File: src/rtl/relay_word_scheduler.sv
// Relay word scheduler: queues channel-10 relay writes, drives each for HOLD_CYCLES then GAP_CYCLES of zero.
// Latency: a write into an idle, empty queue drives from the next edge; no backpressure, full-queue writes drop and set OVF.

module relay_word_fifo #(
   parameter int W     = 15,
   parameter int DEPTH = 4
) (
   input  logic         clk,
   input  logic         rst,
   input  logic         flush,
   input  logic         push_vld,
   input  logic [W-1:0] push_dat,
   input  logic         pop_vld,
   output logic [W-1:0] head_dat,
   output logic         full,
   output logic         empty
);
   localparam int AW = $clog2(DEPTH);
   localparam logic [AW:0]   FULL_CNT = (AW+1)'(DEPTH);
   localparam logic [AW:0]   CNT_ONE  = (AW+1)'(1);
   localparam logic [AW-1:0] PTR_ONE  = AW'(1);

   logic [W-1:0]  mem_q [DEPTH];
   logic [W-1:0]  mem_d [DEPTH];
   logic [AW-1:0] wr_ptr_q, wr_ptr_d;
   logic [AW-1:0] rd_ptr_q, rd_ptr_d;
   logic [AW:0]   cnt_q, cnt_d;
   logic          do_push, do_pop;

   assign full     = (cnt_q == FULL_CNT);
   assign empty    = (cnt_q == '0);
   assign head_dat = mem_q[rd_ptr_q];
   // A push into a full queue lands only when the head leaves on the same edge.
   assign do_pop   = pop_vld && !empty;
   assign do_push  = push_vld && (!full || do_pop);

   always_comb begin
      mem_d    = mem_q;
      wr_ptr_d = wr_ptr_q;
      rd_ptr_d = rd_ptr_q;
      cnt_d    = cnt_q;
      if (flush) begin
         wr_ptr_d = '0;
         rd_ptr_d = '0;
         cnt_d    = '0;
      end else begin
         if (do_push) begin
            mem_d[wr_ptr_q] = push_dat;
            wr_ptr_d        = wr_ptr_q + PTR_ONE;
         end
         if (do_pop) begin
            rd_ptr_d = rd_ptr_q + PTR_ONE;
         end
         case ({do_push, do_pop})
            2'b10:   cnt_d = cnt_q + CNT_ONE;
            2'b01:   cnt_d = cnt_q - CNT_ONE;
            default: cnt_d = cnt_q;
         endcase
      end
   end

   always_ff @(posedge clk or posedge rst) begin
      if (rst) begin
         for (int i = 0; i < DEPTH; i++) mem_q[i] <= '0;
         wr_ptr_q <= '0;
         rd_ptr_q <= '0;
         cnt_q    <= '0;
      end else begin
         mem_q    <= mem_d;
         wr_ptr_q <= wr_ptr_d;
         rd_ptr_q <= rd_ptr_d;
         cnt_q    <= cnt_d;
      end
   end
endmodule

module relay_word_scheduler #(
   parameter int HOLD_CYCLES = 8,
   parameter int GAP_CYCLES  = 2,
   parameter int DEPTH       = 4,
   parameter int GATE_DELAY  = 20
) (
   input  logic        CLOCK,
   input  logic        rst,
   input  logic        WCH10,
   input  logic [14:0] CHWL,
   input  logic        GOJAM,
   input  logic        CLROVF,
   output logic [10:0] RLYB,
   output logic [3:0]  RYWD,
   output logic        RLYACT,
   output logic        FULL,
   output logic        OVF
);
   if (HOLD_CYCLES < 1 || HOLD_CYCLES > 255 || GAP_CYCLES < 1 || GAP_CYCLES > 255 ||
       DEPTH < 2 || DEPTH > 16 || (DEPTH & (DEPTH - 1)) != 0 || GATE_DELAY < 0) begin : g_bad_param
      $error("relay_word_scheduler: parameter out of legal range");
   end

   typedef enum logic [1:0] {S_IDLE, S_DRIVE, S_GAP} state_t;

   localparam logic [7:0] HOLD_LOAD = 8'(HOLD_CYCLES - 1);
   localparam logic [7:0] GAP_LOAD  = 8'(GAP_CYCLES - 1);

   state_t      state_q, state_d;
   logic [7:0]  cnt_q, cnt_d;
   logic [10:0] rlyb_q, rlyb_d;
   logic [3:0]  rywd_q, rywd_d;
   logic        rlyact_q, rlyact_d;
   logic        ovf_q, ovf_d;

   logic        push_req, pop, drop;
   logic        fifo_full, fifo_empty;
   logic [14:0] head_dat;

   // Address zero is a no-op write, and a flush edge ignores the strobe entirely.
   assign push_req = WCH10 && (CHWL[14:11] != 4'd0) && !GOJAM;
   assign drop     = push_req && fifo_full && !pop;

   relay_word_fifo #(.W(15), .DEPTH(DEPTH)) u_fifo (
      .clk      (CLOCK),
      .rst      (rst),
      .flush    (GOJAM),
      .push_vld (push_req),
      .push_dat (CHWL),
      .pop_vld  (pop),
      .head_dat (head_dat),
      .full     (fifo_full),
      .empty    (fifo_empty)
   );

   always_comb begin
      state_d  = state_q;
      cnt_d    = cnt_q;
      rlyb_d   = rlyb_q;
      rywd_d   = rywd_q;
      rlyact_d = rlyact_q;
      pop      = 1'b0;
      if (GOJAM) begin
         state_d  = S_IDLE;
         cnt_d    = '0;
         rlyb_d   = '0;
         rywd_d   = '0;
         rlyact_d = 1'b0;
      end else begin
         case (state_q)
            S_IDLE: begin
               if (!fifo_empty) begin
                  pop      = 1'b1;
                  state_d  = S_DRIVE;
                  cnt_d    = HOLD_LOAD;
                  rlyb_d   = head_dat[10:0];
                  rywd_d   = head_dat[14:11];
                  rlyact_d = 1'b1;
               end
            end
            S_DRIVE: begin
               if (cnt_q == 8'd0) begin
                  state_d  = S_GAP;
                  cnt_d    = GAP_LOAD;
                  rlyb_d   = '0;
                  rywd_d   = '0;
                  rlyact_d = 1'b0;
               end else begin
                  cnt_d = cnt_q - 8'd1;
               end
            end
            S_GAP: begin
               if (cnt_q != 8'd0) begin
                  cnt_d = cnt_q - 8'd1;
               end else if (!fifo_empty) begin
                  pop      = 1'b1;
                  state_d  = S_DRIVE;
                  cnt_d    = HOLD_LOAD;
                  rlyb_d   = head_dat[10:0];
                  rywd_d   = head_dat[14:11];
                  rlyact_d = 1'b1;
               end else begin
                  state_d = S_IDLE;
               end
            end
            default: state_d = S_IDLE;
         endcase
      end
   end

   // A drop on the same edge as a clear leaves the flag set.
   always_comb begin
      ovf_d = ovf_q;
      if (drop) begin
         ovf_d = 1'b1;
      end else if (CLROVF) begin
         ovf_d = 1'b0;
      end
   end

   always_ff @(posedge CLOCK or posedge rst) begin
      if (rst) begin
         state_q  <= S_IDLE;
         cnt_q    <= '0;
         rlyb_q   <= '0;
         rywd_q   <= '0;
         rlyact_q <= 1'b0;
         ovf_q    <= 1'b0;
      end else begin
         state_q  <= state_d;
         cnt_q    <= cnt_d;
         rlyb_q   <= rlyb_d;
         rywd_q   <= rywd_d;
         rlyact_q <= rlyact_d;
         ovf_q    <= ovf_d;
      end
   end

   assign RLYB   = rlyb_q;
   assign RYWD   = rywd_q;
   assign RLYACT = rlyact_q;
   assign FULL   = fifo_full;
   assign OVF    = ovf_q;
endmodule

File: config.mk
export PLATFORM = sky130hd
export DESIGN_NAME = relay_word_scheduler
export DESIGN_NICKNAME = d
export VERILOG_FILES = /design/src/rtl/relay_word_scheduler.sv
export SDC_FILE = /design/constraint.sdc
export NUM_CORES = 1
export LEC_CHECK = 0
export CAP_MARGIN = 20
export CORE_AREA = 5 5 109 111
export CTS_CLUSTER_DIAMETER = 40
export DETAILED_ROUTE_END_ITERATION = 8
export DIE_AREA = 0 0 114 116
export HOLD_SLACK_MARGIN = 0.06
export PLACE_DENSITY = 0.68
export SLEW_MARGIN = 0
export SYNTH_ARGS = -nofsm -noshare
export SYNTH_HDL_FRONTEND = slang
export SYNTH_SLANG_ARGS = --single-unit
File: constraint.sdc
create_clock -name CLOCK -period 2.95 [get_ports CLOCK]
set_clock_uncertainty 0.15 [all_clocks]
set_input_delay 0.59 -clock CLOCK [delete_from_list [all_inputs] [get_ports CLOCK]]
set_output_delay 0.59 -clock CLOCK [all_outputs]
set_load 0.05 [all_outputs]
==> results of run 1 <==
[power groups by stage]
stage / Sequential, mW / Combinational [mW] / Clock (mW)
after floorplan: 2.40 / 1.69 / 0
after global placement: 2.16 / 2.63 / 0
after detailed placement: 2.19 / 2.69 / 0
after CTS: 2.17 / 2.69 / 0.840
after global routing: 2.24 / 2.92 / 0.882
final: 2.17 / 2.70 / 0.811
[metal layers]
layer / vias to the layer above / global-route usage [%] / wire (um)
li1: 1387 / - / -
met1: 1577 / 22.7 / 4490
met2: 68 / 26.7 / 4950
met3: 8 / 2.92 / 381
met4: 0 / 4.99 / 123
met5: - / 0 / 0
[logic make-up after synthesis]
kind of cell	after synthesis	share of synthesized area, %
fa+ha+maj	11	3.10
flops	94	50.2
mux	80	24.4
simple gates	57	7.40
compound gates	66	10.8
xor+xnor	3	0.561
buf+inv	29	3.58
[worst max-delay path: cells and delay by family, from the launching register on]
| family | cells | cell delay (ns) |
|---|---|---|
| buf+inv | 1 | 0.88 |
| flops | 1 | 0.46 |
| simple gates | 1 | 0.39 |
[cell usage after synthesis, drive strengths merged, types with 2 or more instances]
master / number
a211oi: 3
a21o: 3
a21oi: 15
a22o: 15
a31oi: 6
buf: 6
clkbuf: 11
dfrtp: 94
ha: 10
inv: 12
mux2: 62
mux2i: 3
mux4: 15
nand2: 12
nand2b: 2
nand3: 2
nand3b: 2
nand4: 2
nor2: 15
nor2b: 2
nor3: 5
nor3b: 2
nor4: 3
o21ai: 9
o31ai: 4
or3: 2
or4: 4
xnor2: 3
[worst paths after layout]
check / endpoint / slack (ns)
max: FULL / 0.12
min: RLYACT / 0.34
min reg2reg: RLYACT / 0.34
max reg2reg: u_fifo.cnt_q[1] / 0.15
max in group asynchronous: u_fifo.mem_q[26] / 1.59
min in group asynchronous: OVF / 0.44
[final cells by class]
type	count	area (um^2)	area share, %
clock buffers	11	141	2.55
well taps	140	175	3.16
clock inverters	5	38.8	0.699
flip-flops and latches	94	2350	42.4
repair buffers	63	603	10.9
inverters	12	48.8	0.879
multi-input cells	217	2190	39.5
[state kept, by name, summed over array words and instances (netlist names), 2 cells and up]
| signal | flops |
|---|---|
| u_fifo.mem_q | 60 |
| RLYB | 11 |
| cnt_q | 8 |
| RYWD | 4 |
| u_fifo.cnt_q | 3 |
| state_q | 2 |
| u_fifo.rd_ptr_q | 2 |
| u_fifo.wr_ptr_q | 2 |
[stage by stage]
| step | instance area (um^2) | setup slack, ns | hold slack, ns | power, mW |
|---|---|---|---|---|
| 2_1_floorplan | 4690 | -0.105 | 0.324 | 4.09 |
| 3_3_place_gp | 5350 | -0.278 | 0.310 | 4.78 |
| 3_5_place_dp | 5350 | -0.322 | 0.325 | 4.87 |
| 4_1_cts | 5530 | 0.0618 | 0.347 | 5.70 |
| 5_1_grt | 5550 | -0.0209 | 0.362 | 6.05 |
| 6_report | 5550 | 0.119 | 0.343 | 5.67 |
[what timing repair did]
item                       in CTS  in global routing
setup endpoints to repair       0                  1
hold buffers                    0                  0
resized for setup               0                  3
==> results by stage, run 1 <==
Setup path:
- At the worst endpoint, the arrival time is 2.09 ns.
- At the worst endpoint, the required time is 2.21 ns.
- The worst setup path is captured at a primary output.
- The largest fanout on the critical path is 6.
- STA classifies the critical path startpoint as a register.
- For this design, the slowest cell found on the critical path is clkdlybuf4s50_1.
- The number of cells on the worst reg-to-reg path is 10.
- Walking the worst path, the cells encountered are nor3b_2 -> clkdlybuf4s50_1.
- The worst setup path is of the reg -> out kind.
- In this run the worst setup path begins at u_fifo.cnt_q[0].
- The startpoint identified for the worst register-to-register timing path is cnt_q[1].
- The peak per-stage delay on the critical path is 0.88 ns.

Die:
- In this run the count of I/O pins placed on the die edge is 38.
- The initial standard-cell utilization of the core is 43.8%.
- The die covers 13,200 um^2.
- The die is 116 um tall.
- The floorplan row count is 38.
- In this run the horizontal extent of the chip is 114 um.
- After floorplanning, the core was sized to cover 10,700 um^2.

Pwr:
- For this design the static power due to leakage is 2.46 nW.
- VDD sags by at most 475 uV.
- The power density of the placed cells is 1020 nW/um^2.
- Internal power comes to 3.46 mW.
- Per report_power, the combinational group accounts for 47.5% of the total.
- The relative contribution of sequential cells to total power is 38.2%.
- The clock network is responsible for 14.3% of the overall power.
- The net switching fraction of the power is 39.1%.
- The total net switching power is 2.22 mW.

Global routing:
- Global routing used 16.4% of the available tracks.
- The pin count of the biggest net entering global routing is 53.
- The via count of the first global-routing pass is 3,293.
- The global route total overflow is 0.
- The number of antenna violations at the first check in global routing came to 0.
- The first global-routing pass estimated 17.0 mm of wire.

Synthesis:
- Counting every net in the synthesized netlist gives 371.
- The sequential cell area fraction in the yosys report is 50.2%.
- After synthesis, the cell types taking the most area are dfrtp_1 (50%), mux2_2 (10%), mux4_2 (7.2%), mux2_4 (6.4%), a22o_1 (2.8%).
- The synthesized cell area is 4680 um^2.
- Counting flops and latches in the post-synthesis netlist gives 94.
- The average instance in the mapped netlist occupies 13.8 um^2.
- The number of synthesized flops with an enable pin is 0.
- Synthesis handed over a netlist of 340 instances.
- The area fraction of the dominant cell type after synthesis is 50.2%.
- In the synthesized netlist the async set-or-reset flop fraction comes to 100%.
- Synthesis instantiated 54 different standard cells from the library.
- The leading register cell type out of synthesis is dfrtp_1.
- The total of warnings raised by yosys is 0.
- dfrtp_1 takes more of the synthesized area than any other cell.

Clock tree:
- The number of clock buffers added by TritonCTS is 9.
- The cell chosen for the clock root is clkbuf_8.
- After clock tree synthesis, the clock-pin slew on the worst setup and hold paths is 0.09 ns.
- The CTS tree is yes.
- The number of setup buffers added after CTS is 0.
- The clock reaches the later pin of the worst-skew pair after 0.37 ns.
- CTS saw 94 sinks.
- In this run the deepest clock path goes through 2 buffers.
- The H-tree was split into 3 levels.

Place:
- The number of port buffers is 37.
- The number of placed instances with taps included is 526.
- Detailed placement finished with a half-perimeter wire length of 6.67 mm.
- At the end of routability-driven placement, the weighted congestion stood at 0.840.

STA:
- The maximum operating frequency is 353 MHz.
- The hold violation total from the final report is 0.
- At the pin with the least slew margin, the transition time is 0.626 ns.
- The final count of pins violating max slew is 0.
- The sum of negative setup slack is 0 ns.
- The relative slew slack is 57.9%.
- Setup violations remaining at the end of the flow were counted as 0.
- The worst path uses 96.0% of the clock period.
- Counting I/O delays and the setup requirement, the final critical path takes 2.83 ns.

Final layout:
- The net count of the finished layout is 428.
- The number of antenna diodes is 0.
- The final core utilization is 51.9%.
- Excluding fillers, the count of instances in the completed layout stands at 542.
- Leaving out fill and tap cells, the most frequent cells in the layout are dfrtp_1 (94), mux2_2 (42), clkdlybuf4s50_1 (37).
- The area growth from synthesis to layout is 18.5%.
- The library cell used most frequently in the layout, excluding fill and tap cells, is dfrtp_1.
- In the final layout, the share of cells above drive strength 1 is 33.8%.
- Fill cells in the final layout number 942.

Run status:
- The flow ran to the end, and the final reports show no timing, DRC or antenna violations.

Worst hold path:
- The startpoint identified for the worst hold timing path is RLYACT.
- Counting instances, the worst hold path has a depth of 1.
- The path type of the worst min-delay path is reg -> reg.

Routing:
- The DRC marker count from the first detailed-route iteration is 108.
- The DRC violation count after routing is 0.
- For this run, the detailed router's first-pass iteration total came to 4.
- After detailed routing, the number of vias per cell comes to 5.61.
- The routed layout has 3,040 vias.
- The detail-routed net length per standard cell is 18.4 um.
- In this run the remaining antenna-violating nets after routing total 0.
- Wires add up to 9.95 mm.

Run:
- Max-cap violations in this run came to 0.
No activity file was read; power rests on OpenSTA's default activity.
==> run 2, diff against run 1 <==
--- a/config.mk
+++ b/config.mk
@@ -12,7 +12,7 @@
 export DIE_AREA = 0 0 114 116
 export HOLD_SLACK_MARGIN = 0.06
 export PLACE_DENSITY = 0.68
-export SLEW_MARGIN = 0
+export SLEW_MARGIN = 20
 export SYNTH_ARGS = -nofsm -noshare
 export SYNTH_HDL_FRONTEND = slang
 export SYNTH_SLANG_ARGS = --single-unit
==> results of run 2 <==
Same layout as run 1: the final DEF is identical, and so are final timing and power.
==> run 3, diff against run 2 <==
--- a/config.mk
+++ b/config.mk
@@ -5,7 +5,6 @@
 export SDC_FILE = /design/constraint.sdc
 export NUM_CORES = 1
 export LEC_CHECK = 0
-export CAP_MARGIN = 20
 export CORE_AREA = 5 5 109 111
 export CTS_CLUSTER_DIAMETER = 40
 export DETAILED_ROUTE_END_ITERATION = 8
==> constraint.sdc (replaced) <==
create_clock -name CLOCK -period 2.95 [get_ports CLOCK]
set_clock_uncertainty 0.15 [all_clocks]
set_input_delay 0.59 -clock CLOCK [delete_from_list [all_inputs] [get_ports CLOCK]]
set_output_delay 0.59 -clock CLOCK [all_outputs]
set_load 0.01 [all_outputs]
==> run 3 against run 2 <==
  * Count of clock-buffer cells in the layout stayed put
  * Die area is the same
  * Critical path depth up 7
  * Clock power rose by 1%
  * Total power fell by 5.2%
  * Cell count unchanged
  * Maximum frequency fell by 0.42%
  * Wire length is 0.16% lower
  * Worst setup slack got worse by 0.012 ns
  * Sequential power hardly changed
  * Flip-flop and latch count unchanged
  * Largest cell class unchanged
==> results by stage, run 3 (synthesis results as in run 1) <==
Setup path:
- The register-to-register setup slack is 0.13 ns (-0.02 ns).
- The sort of element at the end of the critical path is a register.
- STA classifies the critical path startpoint as a primary input.
- The startpoint identified for the worst register-to-register timing path is state_q[0].
- The worst endpoint data arrival time is 2.96 ns (+0.87 ns).
- The critical path starts at CHWL[11].
- The critical path required time was 3.06 ns (+0.85 ns).
- The largest fanout on the critical path came to 2 (-4).
- The largest individual stage delay along the critical path comes from the cell or4_1.
- The critical path goes through clkdlybuf4s50_1 -> or4_1 -> nand3_1 -> a21oi_4 -> nor4_4 -> fa_1 -> o31a_2 -> o2bb2ai_1 -> a31o_2.
- The critical path start-end classification is in -> reg.
- The peak per-stage delay on the critical path is 0.53 ns (-0.35 ns).
- The number of cells traversed by the worst register-to-register path is 10 (unchanged).

Place:
- The number of port buffers came to 37 (unchanged).
- The worst slack at placement is -0.306 ns (+0.0161 ns).
- The HPWL reported at the end of detailed placement is 6.67 mm (+0.12%).
- The placer congestion estimate is 0.838 (-0.25%).

Pwr:
- The relative contribution of sequential cells to total power is 40.4% (+2.2 points).
- The clock share of power is 15.2% (+0.9 points).
- The power density of the placed cells is 967 nW/um^2 (-5.5%).
- The net switching fraction of the power was 35.5% (-3.6 points).
- The cell-internal power is 3.47 mW (+0.47%).
- The total net switching power was 1.91 mW (-14%).
- The combinational share of power is 44.3% (-3.2 points).
- The worst IR drop on VDD came to 447 uV (-5.9%).
- The static leakage power was 2.47 nW (+0.16%).

Clock tree:
- The cell chosen for the clock root is clkbuf_8.
- The number of clock sinks is 94 (unchanged).
- The latest clock arrival within the worst-skew pair is 0.37 ns (about the same).
- The post-CTS setup-driven buffer insertion count is 0 (unchanged).
- The maximum clock path buffer count is 2 (unchanged).
- The clock slew at the register clock pins of the worst setup and hold paths is 0.09 ns (about the same).
- The number of levels in the clock H-tree is 3 (unchanged).
- TritonCTS built the clock tree.
- The total CTS buffers is 9 (unchanged).

Worst hold path:
- The worst hold path cell count is 1 (unchanged).
- The worst hold path begins at RLYACT.
- The path type of the worst min-delay path is reg -> reg.

Final layout:
- The proportion of layout cells with a drive suffix above 1 is 33.3% (-0.50 points).
- Relative to the synthesized area, the layout overhead comes to 18.8%.
- The number of antenna diodes was 0 (unchanged).
- The number of fill cells came to 929 (-1.4%).
- The net count of the finished layout is 428 (unchanged).
- The number of flip-flops in the largest register is 60 (unchanged).
- The register containing the most flip-flops in the final layout is u_fifo.mem_q.
- In the layout the commonest cells are dfrtp_1 (94), mux2_2 (42), clkdlybuf4s50_1 (37).
- The leading cell type in the layout, fill and taps excluded is dfrtp_1.
- The final core utilization is 52.0% (+0.16 points).

Global routing:
- The global route total overflow came to 0 (unchanged).
- The pin count of the biggest net entering global routing is 42 (-21%).
- The total track usage was 16.3% (-0.18 points).
- The number of antenna violations at the first check in global routing is 0 (unchanged).
- The first-pass GRT wire length is 16.7 mm (-1.3%).
- The via count of the first global-routing pass is 3,266 (-0.82%).

Routing:
- The total wirelength of the detailed-routed design is 9.93 mm (-0.16%).
- The via-per-instance ratio was 5.54 (-1.3%).
- The remaining antenna violation count is 0 (unchanged).
- The total number of vias is 3,001 (-1.3%).
- The DRC violation count after routing was 0 (unchanged).
- The first-pass iteration count of the detailed router came to 5 (+1).
- The detail-routed net length per standard cell is 18.3 um (-0.16%).
- The DRC marker count from the first detailed-route iteration is 135 (+25%).

STA:
- The maximum operating frequency is 352 MHz (-0.42%).
- Setup repair after global routing left no endpoint under its margin.
- The setup violation total in the final timing report was 0 (unchanged).
- The final worst-path cycle share is 96.4% (+0.41 points).
- The relative slew slack was 43.8% (-14 points).
- The hold violation total from the final report is 0 (unchanged).
- The clock period minus final worst setup slack is 2.84 ns (+0.0120 ns).
- The final count of pins violating max slew is 0 (unchanged).
- The slew at the pin closest to its max-slew limit was 0.841 ns (+0.216 ns).
- The setup slack after layout is 0.107 ns (-0.0120 ns).

Die:
- The top-level port count is 38 (unchanged).
- The y dimension of the die was 116 um (unchanged).
- The horizontal die dimension came to 114 um (unchanged).
- The core box area is 10,700 um^2 (unchanged).
- The floorplan row count came to 38 (unchanged).
- The die outline area is 13,200 um^2 (unchanged).
- The initial standard-cell utilization of the core was 43.8% (unchanged).

Run status:
- The flow ran to the end, and the final reports show no timing, DRC or antenna violations.

Run:
- The number of violations of the max-capacitance limit was 0 (unchanged).
==> run 3: cell count changes in the layout (fill, tap and decap cells not counted) <==
cell	previous run	this run
buf_12	3	5
buf_4	23	21
inv_6	3	2
nor3b_2	1	0
inv_8	0	1
nor3b_1	1	2
nand3_1	1	2
nand3_2	1	0
==> run 3: layer usage <==
metal | vias up | routed length (um) | track usage, %
li1 | 1396 | - | -
met1 | 1535 | 4520 | 21.6
met2 | 56 | 4950 | 26.8
met3 | 14 | 321 | 3.76
met4 | 0 | 141 | 4.91
met5 | - | 0 | 0
==> run 3: critical path: cells and delay by family <==
| kind | cells | cell delay (ns) |
|---|---|---|
| buf+inv | 1 | 0.41 |
| fa+ha+maj | 1 | 0.48 |
| compound gates | 4 | 0.54 |
| simple gates | 3 | 0.94 |
==> run 3: layout make-up <==
type	instances	area [um^2]	area share (%)
multi-input cells	217	2180	39.2
repair buffers	63	628	11.3
clock buffers	11	141	2.54
clock inverters	5	41.3	0.742
flip-flops and latches	94	2350	42.3
inverters	12	48.8	0.877
well taps	140	175	3.15
==> run 3: power by group through the flow <==
| stage | Combinational [mW] | Clock [mW] | Sequential (mW) |
|---|---|---|---|
| floorplan | 1.68 | 0 | 2.10 |
| global placement | 2.31 | 0 | 2.16 |
| detailed placement | 2.38 | 0 | 2.20 |
| CTS | 2.39 | 0.840 | 2.18 |
| global route | 2.61 | 0.896 | 2.25 |
| finish | 2.39 | 0.820 | 2.18 |
==> run 3: repair_timing <==
action | 4_1_cts | 5_1_grt
hold buffers | 0 | 0
setup endpoints to repair | 0 | 1
gates resized for setup | 0 | 1
==> run 3: final timing paths <==
path / endpoint
max: u_fifo.cnt_q[1]
min: RLYACT
max reg2reg: u_fifo.cnt_q[1]
min reg2reg: RLYACT
max in group asynchronous: u_fifo.mem_q[12]
min in group asynchronous: cnt_q[7]
==> run 3: per-stage QoR <==
step / hold slack [ns] / area (um^2) / std cells / setup TNS [ns] / power [mW]
finish: 0.346 / 5570 / 542 / 0 / 5.38
floorplan: 0.324 / 4690 / 340 / 0 / 3.78
detailed placement: 0.324 / 5380 / 526 / -0.423 / 4.58
CTS: 0.347 / 5560 / 542 / 0 / 5.41
global placement: 0.314 / 5380 / 526 / -0.276 / 4.47
global route: 0.368 / 5570 / 542 / 0 / 5.76
